## src/rtl/regfile_wr_arb.sv

```systemverilog
// regfile_wr_arb: merges pop-SP, write-back and debug writes onto the single register-file write port
// Ports: clk/rst (sync, active-high); wb_* write-back source; pop_* SP update from EX;
//   dbg_* held debug request with one-cycle dbg_ack; rf_* registered write port;
//   wb_stall/init_busy/q_count status; lk_reg/lk_hit/lk_data forwarding lookup.
// Build option: define RF_CLEAR_EN to zero every register except SP after the SP initialisation.
module regfile_wr_arb #(
  parameter int DATA_W = 32,
  parameter int ADDR_W = 5,
  parameter int SP_ADDR = 29,
  parameter logic [DATA_W-1:0] SP_RESET = 32'h00000FFF,
  parameter int QDEPTH = 2
) (
  input  logic              clk,
  input  logic              rst,
  input  logic              wb_we,
  input  logic [ADDR_W-1:0] wb_reg,
  input  logic [DATA_W-1:0] wb_data,
  input  logic              pop_we,
  input  logic [DATA_W-1:0] pop_data,
  input  logic              dbg_req,
  input  logic [ADDR_W-1:0] dbg_reg,
  input  logic [DATA_W-1:0] dbg_data,
  output logic              dbg_ack,
  output logic              rf_we,
  output logic [ADDR_W-1:0] rf_reg,
  output logic [DATA_W-1:0] rf_data,
  output logic              wb_stall,
  output logic              init_busy,
  output logic [2:0]        q_count,
  input  logic [ADDR_W-1:0] lk_reg,
  output logic              lk_hit,
  output logic [DATA_W-1:0] lk_data
);
  localparam int IW = (QDEPTH > 2) ? 2 : 1;
  localparam logic [ADDR_W-1:0] SP = ADDR_W'(SP_ADDR);
`ifdef RF_CLEAR_EN
  typedef enum logic [1:0] {INIT_SP, CLEAR, RUN} state_t;
  localparam logic [ADDR_W-1:0] FIRST = (SP == '0) ? ADDR_W'(1) : '0;
  localparam logic [ADDR_W-1:0] LAST = (SP == '1) ? ~ADDR_W'(1) : '1;
  logic [ADDR_W-1:0] clr_q, clr_d;
`else
  typedef enum logic {INIT_SP, RUN} state_t;
`endif
  state_t state_q, state_d;
  logic [ADDR_W-1:0] q_reg_q [QDEPTH];
  logic [ADDR_W-1:0] q_reg_d [QDEPTH];
  logic [DATA_W-1:0] q_data_q [QDEPTH];
  logic [DATA_W-1:0] q_data_d [QDEPTH];
  logic [2:0] count_q, count_d, n;
  logic rf_we_q, rf_we_d;
  logic [ADDR_W-1:0] rf_reg_q, rf_reg_d;
  logic [DATA_W-1:0] rf_data_q, rf_data_d;
  logic run, empty, wb_v, pop_g, deq, wb_g, dbg_g, enq;
  assign run = (state_q == RUN) & ~rst;
  assign init_busy = ~run;
  assign empty = count_q == '0;
  assign wb_stall = init_busy | (count_q == 3'(QDEPTH));
  assign wb_v = wb_we & ~wb_stall;
  assign pop_g = pop_we & ~wb_stall;
  assign deq = run & ~pop_g & ~empty;
  assign wb_g = wb_v & ~pop_g & empty;
  assign dbg_g = run & dbg_req & ~pop_we & ~wb_we & empty;
  // a write-back to SP that coincides with a pop is older than the pop and is dropped
  assign enq = wb_v & ~wb_g & ~(pop_g & (wb_reg == SP));
  assign dbg_ack = dbg_g;
  assign q_count = count_q;
  assign rf_we = rf_we_q;
  assign rf_reg = rf_reg_q;
  assign rf_data = rf_data_q;
  always_comb begin
    state_d = state_q;
    rf_we_d = 1'b1;
    rf_reg_d = rf_reg_q;
    rf_data_d = rf_data_q;
`ifdef RF_CLEAR_EN
    clr_d = clr_q;
`endif
    if (state_q == INIT_SP) begin
      rf_reg_d = SP;
      rf_data_d = SP_RESET;
`ifdef RF_CLEAR_EN
      state_d = CLEAR;
      clr_d = FIRST;
    end else if (state_q == CLEAR) begin
      rf_reg_d = clr_q;
      rf_data_d = '0;
      // step over SP so the clear issues one grant per cycle with no bubble
      clr_d = (clr_q + 1'b1 == SP) ? clr_q + 2'd2 : clr_q + 1'b1;
      state_d = (clr_q == LAST) ? RUN : CLEAR;
`else
      state_d = RUN;
`endif
    end else if (pop_g) begin
      rf_reg_d = SP;
      rf_data_d = pop_data;
    end else if (deq) begin
      rf_reg_d = q_reg_q[0];
      rf_data_d = q_data_q[0];
    end else if (wb_g) begin
      rf_reg_d = wb_reg;
      rf_data_d = wb_data;
    end else if (dbg_g) begin
      rf_reg_d = dbg_reg;
      rf_data_d = dbg_data;
    end else begin
      rf_we_d = 1'b0;
    end
  end
  // rebuild the queue packed from the head: drop the dequeued head and any SP entries a pop squashes
  always_comb begin
    n = '0;
    for (int i = 0; i < QDEPTH; i++) begin
      q_reg_d[i] = '0;
      q_data_d[i] = '0;
    end
    for (int i = 0; i < QDEPTH; i++)
      if ((3'(i) < count_q) && !(deq && i == 0) && !(pop_g && q_reg_q[i] == SP)) begin
        q_reg_d[IW'(n)] = q_reg_q[i];
        q_data_d[IW'(n)] = q_data_q[i];
        n = n + 3'd1;
      end
    if (enq) begin
      q_reg_d[IW'(n)] = wb_reg;
      q_data_d[IW'(n)] = wb_data;
      n = n + 3'd1;
    end
    count_d = n;
  end
  // later matches overwrite earlier ones, so the tail-most queue entry wins over the rf stage
  always_comb begin
    lk_hit = rf_we_q && (rf_reg_q == lk_reg);
    lk_data = lk_hit ? rf_data_q : '0;
    for (int i = 0; i < QDEPTH; i++)
      if ((3'(i) < count_q) && (q_reg_q[i] == lk_reg)) begin
        lk_hit = 1'b1;
        lk_data = q_data_q[i];
      end
  end
  always_ff @(posedge clk) begin
    if (rst) begin
      state_q <= INIT_SP;
      count_q <= '0;
      rf_we_q <= 1'b0;
      rf_reg_q <= '0;
      rf_data_q <= '0;
      q_reg_q <= '{default: '0};
      q_data_q <= '{default: '0};
`ifdef RF_CLEAR_EN
      clr_q <= '0;
`endif
    end else begin
      state_q <= state_d;
      count_q <= count_d;
      rf_we_q <= rf_we_d;
      rf_reg_q <= rf_reg_d;
      rf_data_q <= rf_data_d;
      q_reg_q <= q_reg_d;
      q_data_q <= q_data_d;
`ifdef RF_CLEAR_EN
      clr_q <= clr_d;
`endif
    end
  end
endmodule

```

## config.mk

```make
export PLATFORM = sky130hd
export DESIGN_NAME = regfile_wr_arb
export DESIGN_NICKNAME = d
export VERILOG_FILES = /design/src/rtl/regfile_wr_arb.sv
export SDC_FILE = /design/constraint.sdc
export NUM_CORES = 1
export LEC_CHECK = 0
export ABC_AREA = 1
export BUFFER_PORTS_ARGS = -buffer_cell sky130_fd_sc_hd__buf_2
export CAP_MARGIN = 5
export CORE_MARGIN = 8
export CORE_UTILIZATION = 58
export CTS_CLUSTER_SIZE = 8
export DETAILED_ROUTE_END_ITERATION = 16
export MAX_ROUTING_LAYER = met4
export PLACE_DENSITY_LB_ADDON = 0.3
export RECOVER_POWER = 50
export SETUP_SLACK_MARGIN = 0.1
export SYNTH_ARGS = -nofsm -noshare
export SYNTH_HDL_FRONTEND = slang
export SYNTH_SLANG_ARGS = --single-unit
```

## constraint.sdc

```tcl
create_clock -name clk -period 3.8 [get_ports clk]
set_input_delay 0.76 -clock clk [delete_from_list [all_inputs] [get_ports clk]]
set_output_delay 0.76 -clock clk [all_outputs]
set_load 0.03 [all_outputs]
```

======== After elaboration in Yosys (flattened, before gate mapping) ========
Cells that the tools add are included.
storage, ports and cells
  memories ................................ 0
  input bits .............................. 116
  bits in read-only memories .............. 0
  bits in writable memories ............... 0
  bits in registers ....................... 116
  bits in latches ......................... 0
cells by class
  reduce and logical (&&, ||, !) cells .... 18
  divide/modulo/power cells ............... 0
  shift operators ......................... 0
  equal/unequal tests ..................... 8
  multiplexer cells ....................... 42
  magnitude comparators ................... 6
  add/sub/neg operators ................... 2
  $mul .................................... 0
  bitwise gates (word level) .............. 27
operators with widths
  cell                                                         number
  two-way mux 32 bit                                           10
  bitwise mux 64 bit                                           2
  two-way mux 64 bit                                           2
  demux 32 bit (select 1 bit)                                  2
  two-way mux 5 bit                                            8
  bitwise mux 10 bit                                           2
  two-way mux 10 bit                                           2
  == test 5 bit                                                3
  == test 5 bit (second input constant)                        3
  bitwise AND 1 bit                                            14
  two-way mux 12 bit                                           1
  demux 5 bit (select 1 bit)                                   2
  logical AND 1 bit                                            10
  inverter 1 bit                                               10
  two-way mux 1 bit                                            9
  adder 3 x 1 -> 3 bit (second input constant)                 2
  less-than comparator 1 x 3 -> 1 bit (first input constant)   2
  two-way mux 3 bit                                            2
  != test 5 x 2 -> 1 bit (second input constant)               1
  greater-or-equal comparator 2 bit (second input constant)    2
  less-than comparator 2 x 1 -> 1 bit (second input constant)  2
  inverter 1 -> 2 bit                                          2
  nonzero test 4 bit                                           1
  == test 3 x 2 -> 1 bit (second input constant)               1
  other kinds (6)                                              8

======== Logic depth before layout (Yosys ltp) ========
  word-level depth ........................ 22
  depth in mapped cells ................... 15

======== Least setup slack after synthesis ========
OpenSTA, ideal clock, no wires.
  kind .................................... in2out
  start point ............................. in lk_reg[3]
  end point ............................... out lk_data[10]
  arrival ................................. 1.955 ns
  slack ................................... 1.085 ns
  cell stages on the path ................. 7
  cells stage by stage .................... xor2_1 a211oi_1 nand3_1 inv_1 buf_1 nand2_1 nand2_1
between the ends
  longest elaborated chain between the ends .. 5
  elaborated cells between the ends (all ways) .. 9
  those cells by class .................... 3 x eq/ne; 3 x mux; 3 x reduce/logical
RTL lines
  element                 line  text
  start, declared         30    input logic [ADDR_W-1:0] lk_reg,
  == test 5 bit           131   lk_hit = rf_we_q && (rf_reg_q == lk_reg);
  logical AND 1 bit       131
  two-way mux 32 bit      132   lk_data = lk_hit ? rf_data_q : '0;
  two-way mux 32 bit      134   if ((3'(i) < count_q) && (q_reg_q[i] == lk_reg)) begin
  two-way mux 32 bit (*)  134
  end, declared           32    output logic [DATA_W-1:0] lk_data
Mark *: on every way between the ends. The rest lies on a longest branch, timed or not.

======== Final worst setup path ========
  start point ............................. in rst
  end point ............................... reg rf_reg_q[3], in the netlist rf_reg[3]
between the ends
  longest elaborated chain between the ends .. 13
  elaborated cells between the ends (all ways) .. 21
  those cells by class .................... 1 x eq/ne; 4 x mux; 16 x bitwise
RTL lines
  element                         line    text
  start, declared                 14      input logic rst,
  inverter 1 bit                  54      assign run = (state_q == RUN) & ~rst;
  bitwise AND 1 bit               54
  inverter 1 bit                  55      assign init_busy = ~run;
  bitwise OR 1 bit                57      assign wb_stall = init_busy | (count_q == 3'(QDEPTH));
  inverter 1 bit                  58, 59
  bitwise AND 1 bit               59      assign pop_g = pop_we & ~wb_stall;
  inverter 1 bit                  60, 61
  bitwise AND 1 bit (2 in a row)  61      assign wb_g = wb_v & ~pop_g & empty;
  two-way mux 5 bit               99      end else if (wb_g) begin
  two-way mux 5 bit               96      end else if (deq) begin
  two-way mux 5 bit               93      end else if (pop_g) begin
  two-way mux 5 bit               78      if (state_q == INIT_SP) begin
  end signal, assigned            155     rf_reg_q <= rf_reg_d;
  end, declared                   51      logic [ADDR_W-1:0] rf_reg_q, rf_reg_d;
Parallel ways exist; a longest one is shown, timed or not.
A chain may end at the register's enable or synchronous reset.

==> results.toml <==
[placement]
portBuffers = 192
post-dp-hpwl_mm = 17.4
gp_congestion = 0.938

[clock_tree]
ctsHtreeMaxLevel = 4
cts_hold_buffers = 0
clk_path_buf_depth = 2
clk_pin_slew_ns = 0.05
cts_buffers = 17
clockRootBuffer = "clkbuf_16"
cts_sinks = 116
clk_latency_ns = 0.42
cts_resized = 0
cts_tree = "done"
post_cts_buffers = 0

[pwr]
swShare_pct = 27.8
share_comb_of_total_power_pct = 15.5
p_int_w = 0.00246
p_leak_nw = 4.13
power_density_mw_per_mm2 = 380
pwr-share-seq_pct = 38.2
switchingPower_w = 0.000946
ir_drop_v = 0.000297
pwr-share-clk_pct = 46.3

[route]
wirelength_mm = 25.5
drt_iter0_drc = 916
firstDrtPassIters = 5
drc = 0
ant_nets = 0
vias = 8832
wire_per_inst_um = 16.2
vias_per_cell = 5.63

[floorplanning]
start_util_pct = 59.3
die_h_um = 129
core_area_mm2 = 0.0126
row_count = 41
die_area_mm2 = 0.0167
chipWidth_um = 129
io_pins = 193

[global_route]
use_met2_pct = 49.9
grt_max_degree = 46
overflow = 0
grt_pass1_wl_mm = 40.3
grt_pass1_vias = 8121
grt.met1_usage_pct = 38.2
antenna_found_initial = 0
grt_use_total_pct = 31.1
busiest_layer = "met2"
use_met3_pct = 4.97

[timing]
rsz0062_at_grt = "no"
worstMarginPinSlew_ns = 1.18
tns_ns = 0
clock_skew_ns = 0.00483
fin_crit_sh_pct = 90.1
hold_viol_final = 0
maxSlewViolCount = 0
setup_viol_count_final = 0
timing.final.crit_period_ns = 3.42
fmax_mhz = 292
slew_headroom_pct = 20.8
holdWs_ns = 0.493

[worst_setup_path]
cp_data_required_time_ns = 4.11
startpoint = "rst"
crit_type = "input port to register"
arrival_ns = 3.73
crit_path_end_kind = "register"
startpoint_type = "input port"
critPathMaxFanout = 27
worstReg2RegStart = "q_count[2]"

[logic_synthesis]
postSynthCellCount = 1238
yosysTopAreaCellShare_pct = 31.2
synth_enable_flop_cells = 0
yosysTopAreaCell = "dfxtp_1"
ys_types = 38
syn_nets = 1356
ys_warn_count = 0
synth_area_leaders = "dfxtp_1, nand2_1, o21ai_0"
synth.most_common_cell = "nand2_1"
yosys_register_bits = 116
syn_avg_cell_area_um2 = 6.02
synthTopCellsByCount = "nand2_1, o21ai_0, inv_1"
synth_seq_area_share_pct = 31.2
async_flop_share_pct = 0
ys.flop_type = "dfxtp_1"
synth_area_mm2 = 0.00745

[cells_and_area]
fillers = 1170
multi_input_area_mm2 = 0.00416
area_delta_synth_final_pct = 20.2
area.sequential_mm2 = 0.00232
largest_reg_flops = 64
regMostFlops = "q_data_q"
num-nets-final = 1505
diodes = 0
layout-drive-gt1-share_pct = 16.2

[hold_path]
min_from = "q_data_q[25]"
hold_class = "register to register"

[run]
maxCapViolations = 0

[run_status]
status = "finished clean"
==> cell type report <==
class,count,share of cell area [%]
Timing Repair Buffer,219,12.3
Multi-Input combinational cell,883,46.5
Sequential cell,116,25.9
Inverter,150,6.32
Tap cell,172,2.40
Clock buffer,27,6.07
Clock inverter,3,0.447
==> layout by cell type, fill, tap and decap left out, types with 2 or more instances in the layout <==
cell       netlist  routed
nand2_1        328     328
buf_2           33     150
o21ai_0        145     146
inv_1          143     144
dfxtp_1        116     116
nor2_1         109     109
a21oi_1        103     103
nand3_1        101      99
clkbuf_1        45      48
o211ai_1        32      32
buf_4            5      20
clkbuf_16        0      17
nand4_1         13      13
clkbuf_8         0       8
xor2_1           7       7
o21bai_1         6       6
nand3_2          3       5
or2_2            5       5
a31oi_1          5       5
inv_2            5       4
nand3b_1         3       3
nand2_2          2       2
nand3_4          2       2
nor3_1           2       2
o22ai_1          2       2
o21ai_1          4       2
ha_1             2       2
clkinv_2         0       2
clkbuf_2         1       2
==> layer usage <==
layer | part of all wire, % | wire [µm]
met5 | 0 | 0
met4 | 3.0 | 773
met3 | 8.7 | 2230
met2 | 47 | 11900
met1 | 41 | 10600
==> power groups by stage <==
stage          Combinational, W  Clock (W)  Sequential, W
3_3_place_gp           0.000523          0        0.00132
6_report               0.000528    0.00158        0.00130
4_1_cts                0.000533    0.00158        0.00130
2_1_floorplan          0.000295          0        0.00137
3_5_place_dp           0.000529          0        0.00132
5_1_grt                0.000584    0.00163        0.00131
==> cell families (layout without fill, tap and decap cells) <==
family / after synthesis / after routing / share of synthesized area, %
AND/OR/NAND/NOR: 574 / 574 / 32.6
XOR/XNOR: 7 / 7 / 0.823
AO/OA/AOI/OAI: 299 / 299 / 21.7
buffers and inverters: 239 / 399 / 13.2
adder cells (fa/ha/maj): 2 / 2 / 0.336
flip-flops: 116 / 116 / 31.2
multiplexers: 1 / 1 / 0.134
==> metrics by stage <==
stage	cells	worst slack, ns	total power (W)	instance area, µm²	utilization [%]
2_1_floorplan	1238	1.09	0.00166	7450	-
3_3_place_gp	1540	0.552	0.00185	8450	67.2
3_5_place_dp	1540	0.490	0.00185	8450	67.2
4_1_cts	1570	0.477	0.00341	9030	71.9
5_1_grt	1570	0.226	0.00352	8950	71.2
6_report	1570	0.377	0.00341	8950	71.2
==> worst max-delay path, stage by stage <==
cell	delay, ns
buf_2	0.15
nor2_8	0.27
nand3_4	0.18
inv_1	0.12
nand2_1	0.70
nand3b_1	0.49
clkbuf_1	0.72
nand3_1	0.17
nand2_1	0.09
nor2_1	0.05
==> worst paths after layout <==
path                            depth (start not counted)           end  slack [ns]
worst max-delay path                                   10     rf_reg[3]        0.38
worst min-delay path                                    2  q_data_q[25]        0.49
worst max register to register                         12  q_data_q[53]        0.45
worst min register to register                          2  q_data_q[25]        0.49
No activity file was read; power rests on OpenSTA's default activity.
